## config.mk

```make
export PLATFORM = sky130hd
export DESIGN_NAME = alu_seq
export DESIGN_NICKNAME = d
export VERILOG_FILES = /design/src/rtl/alu_pkg.sv /design/src/rtl/alu_mul_iter.sv /design/src/rtl/alu_seq.sv
export SDC_FILE = /design/constraint.sdc
export NUM_CORES = 1
export LEC_CHECK = 0
export BUFFER_PORTS_ARGS = -buffer_cell sky130_fd_sc_hd__buf_2
export CAP_MARGIN = 20
export CORE_MARGIN = 8
export CORE_UTILIZATION = 45
export DETAILED_ROUTE_END_ITERATION = 7
export HOLD_SLACK_MARGIN = 0.08
export PLACE_DENSITY = 0.67
export REMOVE_ABC_BUFFERS = 1
export SYNTH_ARGS = -nofsm -noshare
export SYNTH_HDL_FRONTEND = slang
export SYNTH_HIERARCHICAL = 1
export SYNTH_SLANG_ARGS = --single-unit
```

## constraint.sdc

```tcl
create_clock -name clk -period 4.8 [get_ports clk]
set_clock_uncertainty 0.05 [all_clocks]
set_input_delay 0.72 -clock clk [delete_from_list [all_inputs] [get_ports clk]]
set_output_delay 0.72 -clock clk [all_outputs]
set_load 0.1 [all_outputs]
```

## src/rtl/alu_pkg.sv

```systemverilog
// Shared definitions for the sequential ALU:
// op codes, flag bit positions and controller states.
package alu_pkg;

    localparam logic [2:0] OP_ADD = 3'b000;
    localparam logic [2:0] OP_SUB = 3'b001;
    localparam logic [2:0] OP_AND = 3'b010;
    localparam logic [2:0] OP_ORR = 3'b011;
    localparam logic [2:0] OP_EOR = 3'b100;
    localparam logic [2:0] OP_LSL = 3'b101;
    localparam logic [2:0] OP_LSR = 3'b110;
    localparam logic [2:0] OP_MUL = 3'b111;

    localparam int FLAG_N = 3;
    localparam int FLAG_Z = 2;
    localparam int FLAG_C = 1;
    localparam int FLAG_V = 0;

    typedef enum logic {
        IDLE = 1'b0,
        MUL  = 1'b1
    } state_t;

endpackage

```

## src/rtl/alu_mul_iter.sv

```systemverilog
// Shift-add unsigned multiplier, one partial product per step.
// product_next exposes the product after the current step.
module alu_mul_iter #(
    parameter int WIDTH = 32
) (
    input  logic               clk,
    input  logic               reset,
    input  logic               load,
    input  logic               step,
    input  logic [WIDTH-1:0]   a,
    input  logic [WIDTH-1:0]   b,
    output logic [2*WIDTH-1:0] product_next
);

    logic [2*WIDTH-1:0] product;
    logic [2*WIDTH-1:0] mcand;
    logic [WIDTH-1:0]   mplier;

    assign product_next = mplier[0] ? product + mcand : product;

    always_ff @(posedge clk or posedge reset) begin
        if (reset) begin
            product <= '0;
            mcand   <= '0;
            mplier  <= '0;
        end else if (load) begin
            product <= '0;
            mcand   <= {{WIDTH{1'b0}}, a};
            mplier  <= b;
        end else if (step) begin
            product <= product_next;
            mcand   <= mcand << 1;
            mplier  <= mplier >> 1;
        end
    end

endmodule

```

## src/rtl/alu_seq.sv

```systemverilog
// Registered ALU with NZCV flags and start/busy/done handshake;
// MUL runs WIDTH cycles on the optional iterative multiplier.
module alu_seq
    import alu_pkg::*;
#(
    parameter int WIDTH  = 32,
    parameter bit MUL_EN = 1'b1
) (
    input  logic             clk,
    input  logic             reset,
    input  logic             start,
    input  logic [2:0]       op,
    input  logic [WIDTH-1:0] a,
    input  logic [WIDTH-1:0] b,
    output logic             busy,
    output logic             done,
    output logic [WIDTH-1:0] result,
    output logic [3:0]       flags
);

    localparam int SW = $clog2(WIDTH);
    localparam logic [SW-1:0] LAST = SW'(WIDTH - 1);

    state_t             state;
    logic [SW-1:0]      iter;
    logic [WIDTH:0]     sum;
    logic [WIDTH-1:0]   bx;
    logic [WIDTH-1:0]   res;
    logic [3:0]         fl;
    logic               cout;
    logic               ovf;
    logic               is_mul;
    logic               accept;
    logic [2*WIDTH-1:0] prod_next;
    logic [WIDTH-1:0]   mres;
    logic [3:0]         mfl;

    assign is_mul = (op == OP_MUL) && MUL_EN;
    assign accept = start && (state == IDLE);

    always_comb begin
        bx   = op[0] ? ~b : b;
        sum  = {1'b0, a} + {1'b0, bx} + {{WIDTH{1'b0}}, op[0]};
        res  = '0;
        cout = 1'b0;
        ovf  = 1'b0;
        unique case (1'b1)
            (op == OP_ADD), (op == OP_SUB): begin
                res  = sum[WIDTH-1:0];
                cout = sum[WIDTH];
                // operand signs agree (after SUB inversion) but sum sign differs
                ovf  = ~(a[WIDTH-1] ^ b[WIDTH-1] ^ op[0])
                     & (a[WIDTH-1] ^ sum[WIDTH-1]);
            end
            (op == OP_AND): res = a & b;
            (op == OP_ORR): res = a | b;
            (op == OP_EOR): res = a ^ b;
            (op == OP_LSL): res = a << b[SW-1:0];
            (op == OP_LSR): res = a >> b[SW-1:0];
            (op == OP_MUL): res = '0;
            default: res = '0;
        endcase
        fl         = '0;
        fl[FLAG_N] = res[WIDTH-1];
        fl[FLAG_Z] = (res == '0);
        fl[FLAG_C] = cout;
        fl[FLAG_V] = ovf;
    end

    always_comb begin
        mres        = prod_next[WIDTH-1:0];
        mfl         = '0;
        mfl[FLAG_N] = mres[WIDTH-1];
        mfl[FLAG_Z] = (mres == '0);
        mfl[FLAG_C] = |prod_next[2*WIDTH-1:WIDTH];
    end

    generate
        if (MUL_EN) begin : g_mul
            alu_mul_iter #(
                .WIDTH(WIDTH)
            ) u_mul (
                .clk         (clk),
                .reset       (reset),
                .load        (accept && is_mul),
                .step        (state == MUL),
                .a           (a),
                .b           (b),
                .product_next(prod_next)
            );
        end else begin : g_nomul
            assign prod_next = '0;
        end
    endgenerate

    always_ff @(posedge clk or posedge reset) begin
        if (reset) begin
            state  <= IDLE;
            iter   <= '0;
            busy   <= 1'b0;
            done   <= 1'b0;
            result <= '0;
            flags  <= '0;
        end else begin
            done <= 1'b0;
            unique case (state)
                IDLE: begin
                    if (start) begin
                        if (is_mul) begin
                            state <= MUL;
                            busy  <= 1'b1;
                        end else begin
                            result <= res;
                            flags  <= fl;
                            done   <= 1'b1;
                        end
                    end
                end
                MUL: begin
                    iter <= iter + 1'b1;
                    // last step: commit the product including this edge's add
                    if (iter == LAST) begin
                        state  <= IDLE;
                        busy   <= 1'b0;
                        result <= mres;
                        flags  <= mfl;
                        done   <= 1'b1;
                    end
                end
                default: state <= IDLE;
            endcase
        end
    end

endmodule

```

==> impl_results.md <==
- Worst VDD drop: 0.000466 V
- ANT nets after route: 0
- CTS H-tree lvls: 1
- Async SR Flop Fraction: 100%
- Final nets: 2884
- Leak Pwr: 11.0 nW
- Clock Tree Buf Depth: 3
- Worst path required time: 5.20 ns
- Post-synthesis sequential area ratio: 23.6%
- DRT Pass-1 Iters: 6
- Most Crowded Layer GR: met2
- Total GRT Usage: 28.9%
- Synth top area share: 23.6%
- Critical Path End Type: register
- Seq cells post-synth: 203
- Area of the mapped netlist: 0.0215 mm^2
- Top post-synthesis cells by area: dfrtp_1, ha_1, mux2i_1
- Total global routing overflow: 0
- Most frequent cells in the layout: nand2_1, dfrtp_1, a21oi_1, nor2_1, mux2i_1
- Crit path largest cell delay: 0.46 ns
- Setup Buffers After CTS: 0
- End of the critical path: flags[1]
- Critical Path AT: 5.00 ns
- Slew headroom: 31.1%
- Initial antenna violation count: 0
- Top-Level Pins: 108
- First-pass GRT wire length: 127000 um
- Area after DPL: 0.0229 mm^2
- Max Slew Vio Count: 0
- Slew of the pin with the lowest slew margin: 1.01 ns
- Die W: 235 um
- DRT iter0 DRCs: 2131
- Die Y: 235 um
- R2r startpoint: g_mul.u_mul/product[3]
- Distinct cells, synth: 102
- Setup violators final: 0
- FF/Latch Area: 0.00508 mm^2
- Critical Path Start Type: register
- Pin count of the biggest net entering global routing: 82
- Reg2Reg Depth: 18
- RSZ-0062 raised after global routing: no
- Detail Placement HPWL: 63200 um
- Top FF cell, synth: dfrtp_1
- Largest area contributor in the netlist: dfrtp_1
- Critical-path cell list: ha_1, a21o_1, a21oi_1, o21ai_1, a211oi_4, o211ai_2, a31o_1, a31o_2, a221oi_2, a31oi_1, xor2_1, mux2_2, nor4_1, nand4_1, o21ai_0, nor2_1, a21oi_1, o21ai_0
- Status: finished, final reports clean
- Residual DRC: 0
- DR vias: 20800
- R2R Path End: flags[1]
- Met3 Usage GRT: 3.84%
- Vias per cell: 6.35
- Crit Path Class: reg2reg
- Drt total wl: 83100 um
- Met2 Usage GRT: 47.4%
- Global placement routability congestion: 0.994
- Total power: 14.0 mW
- Critical Path Fanout Max: 4
- Max_cap viols: 0
- Mapped Cells: 2582
- GR Util met1: 38.3%
- Layout cells sized above 1: 16.8%
- Starting Density: 45.4%
- CTS root buffer: clkbuf_16
- Fillers: 4691
- Core Rows: 80
- Worst hold path type: in2reg
- Commonest non-fill, non-tap cell in the layout: nand2_1
- Die area: 0.0551 mm^2
- Final min period: 4.59 ns
- Diodes inserted: 0
- Post-synthesis average cell area: 8.34 um^2
- Internal reg-to-reg setup slack: 0.21 ns
- Final period util: 95.7%
- Total CTS buffers: 27
- Yosys warns: 6
- Final Cell Area: 0.0239 mm^2
- DR WL/cell: 25.3 um
- Port buffer count: 107
- CP max stage cell: nor4_1
- CTS tree: done
- Area grow syn2layout: 11.0%
- Post-synth EDFFs: 0
- Hold Fails Final Rpt: 0
- Area of the core: 0.0474 mm^2
- Multi-input gate area: 0.0153 mm^2
- Vias in the first global route: 20400
- Clock-pin slew on the worst setup and hold paths: 0.07 ns
- PwrDens: 584 mW/mm^2
- Highest clock rate: 218 MHz
- Skew-Pair Late Insertion Delay: 0.59 ns
- Crit path from: g_mul.u_mul/product[3]
- Clk sinks: 203
cells in the mapped netlist, drive strengths merged, types with 7 or more instances:
master   instances
a2111oi         11
a211o            9
a211oi          38
a21o            49
a21oi          191
a221oi          10
a22oi           34
a31o             7
a31oi           21
and2            12
and3            22
buf             58
clkbuf         123
dfrtp          203
ha             169
inv            100
mux2            98
mux2i          180
mux4            41
nand2          316
nand2b          13
nand3           48
nand4           41
nor2           186
nor2b           21
nor3            43
nor4            25
o2111ai          7
o211ai          17
o21a            20
o21ai          174
o21bai          20
o221ai          11
o22a             7
o22ai           35
o31ai           12
or2              7
or3              9
or4              8
xnor2           46
xor2            66
flip-flops by register name, indices dropped and copies added, names as in the netlist:
signal / cells
state: 1
g_mul.u_mul/product: 64
done: 1
result: 32
busy: 1
iter: 5
flags: 3
g_mul.u_mul/mcand: 64
g_mul.u_mul/mplier: 32
stage by stage:
stage	setup slack, ns	cells	setup TNS [ns]	hold WS, ns	utilization (%)
floorplan	-3.15	2401	-450.10	0.388	-
global placement	-0.0210	3227	-0.0210	0.400	48.3
detailed placement	-0.0762	3227	-0.0762	0.411	48.3
CTS	0.325	3277	0	0.288	50.3
global route	0.0105	3279	0	0.364	50.4
finish	0.207	3279	0	0.353	50.4
layer usage:
| layer | wire (um) | vias up |
|---|---|---|
| li1 | - | 9593 |
| met1 | 35500 | 10100 |
| met2 | 38300 | 904 |
| met3 | 5510 | 181 |
| met4 | 3760 | 0 |
| met5 | 0 | - |
what timing repair did:
item | 4_1_cts | 5_1_grt
hold buffers | 0 | 1
endpoints found under the hold margin | 0 | 7
gates resized for setup | 0 | 0
final cells by class:
| cell class | instances | share of cell area [%] |
|---|---|---|
| clock inverters | 15 | 0.869 |
| clock buffers | 35 | 3.08 |
| multi-input cells | 2096 | 63.9 |
| well taps | 615 | 3.22 |
| repair buffers | 213 | 5.98 |
| inverters | 102 | 1.64 |
| flip-flops and latches | 203 | 21.3 |
power breakdown:
group / switching, mW / internal (mW)
registers: 0.694 / 2.48
logic: 5.54 / 3.07
clock network: 0.872 / 1.30
critical path: cells and delay by family (launching register included):
kind	cells	cell delay, ns
AOI/OAI and AO/OA	12	2.54
DFF	1	0.40
and+or+nand+nor	3	0.66
muxes	1	0.27
adders and majority gates	1	0.36
xor gates and xnor gates	1	0.17
how the worst min path moves through the flow:
stage,from,slack [ns],cells past startpoint,to
5_1_grt,b[15],0.36,3,g_mul.u_mul/mplier[15]
3_3_place_gp,result[8],0.40,2,result[8]
6_report,b[18],0.35,3,g_mul.u_mul/mplier[18]
2_1_floorplan,iter[3],0.39,1,iter[3]
3_5_place_dp,result[2],0.41,2,result[2]
4_1_cts,reset,0.29,2,g_mul.u_mul/mcand[59]
cells by family after synthesis:
group                      count (synthesis)  share of synthesized area [%]
buffers and inverters                    283                           5.46
and+or+nand+nor                          777                           16.6
adders and majority gates                171                           10.0
DFF                                      203                           23.6
muxes                                    319                           17.8
xor gates and xnor gates                 112                           4.56
AOI/OAI and AO/OA                        717                           21.9
Power figures use the tool's default switching activity.
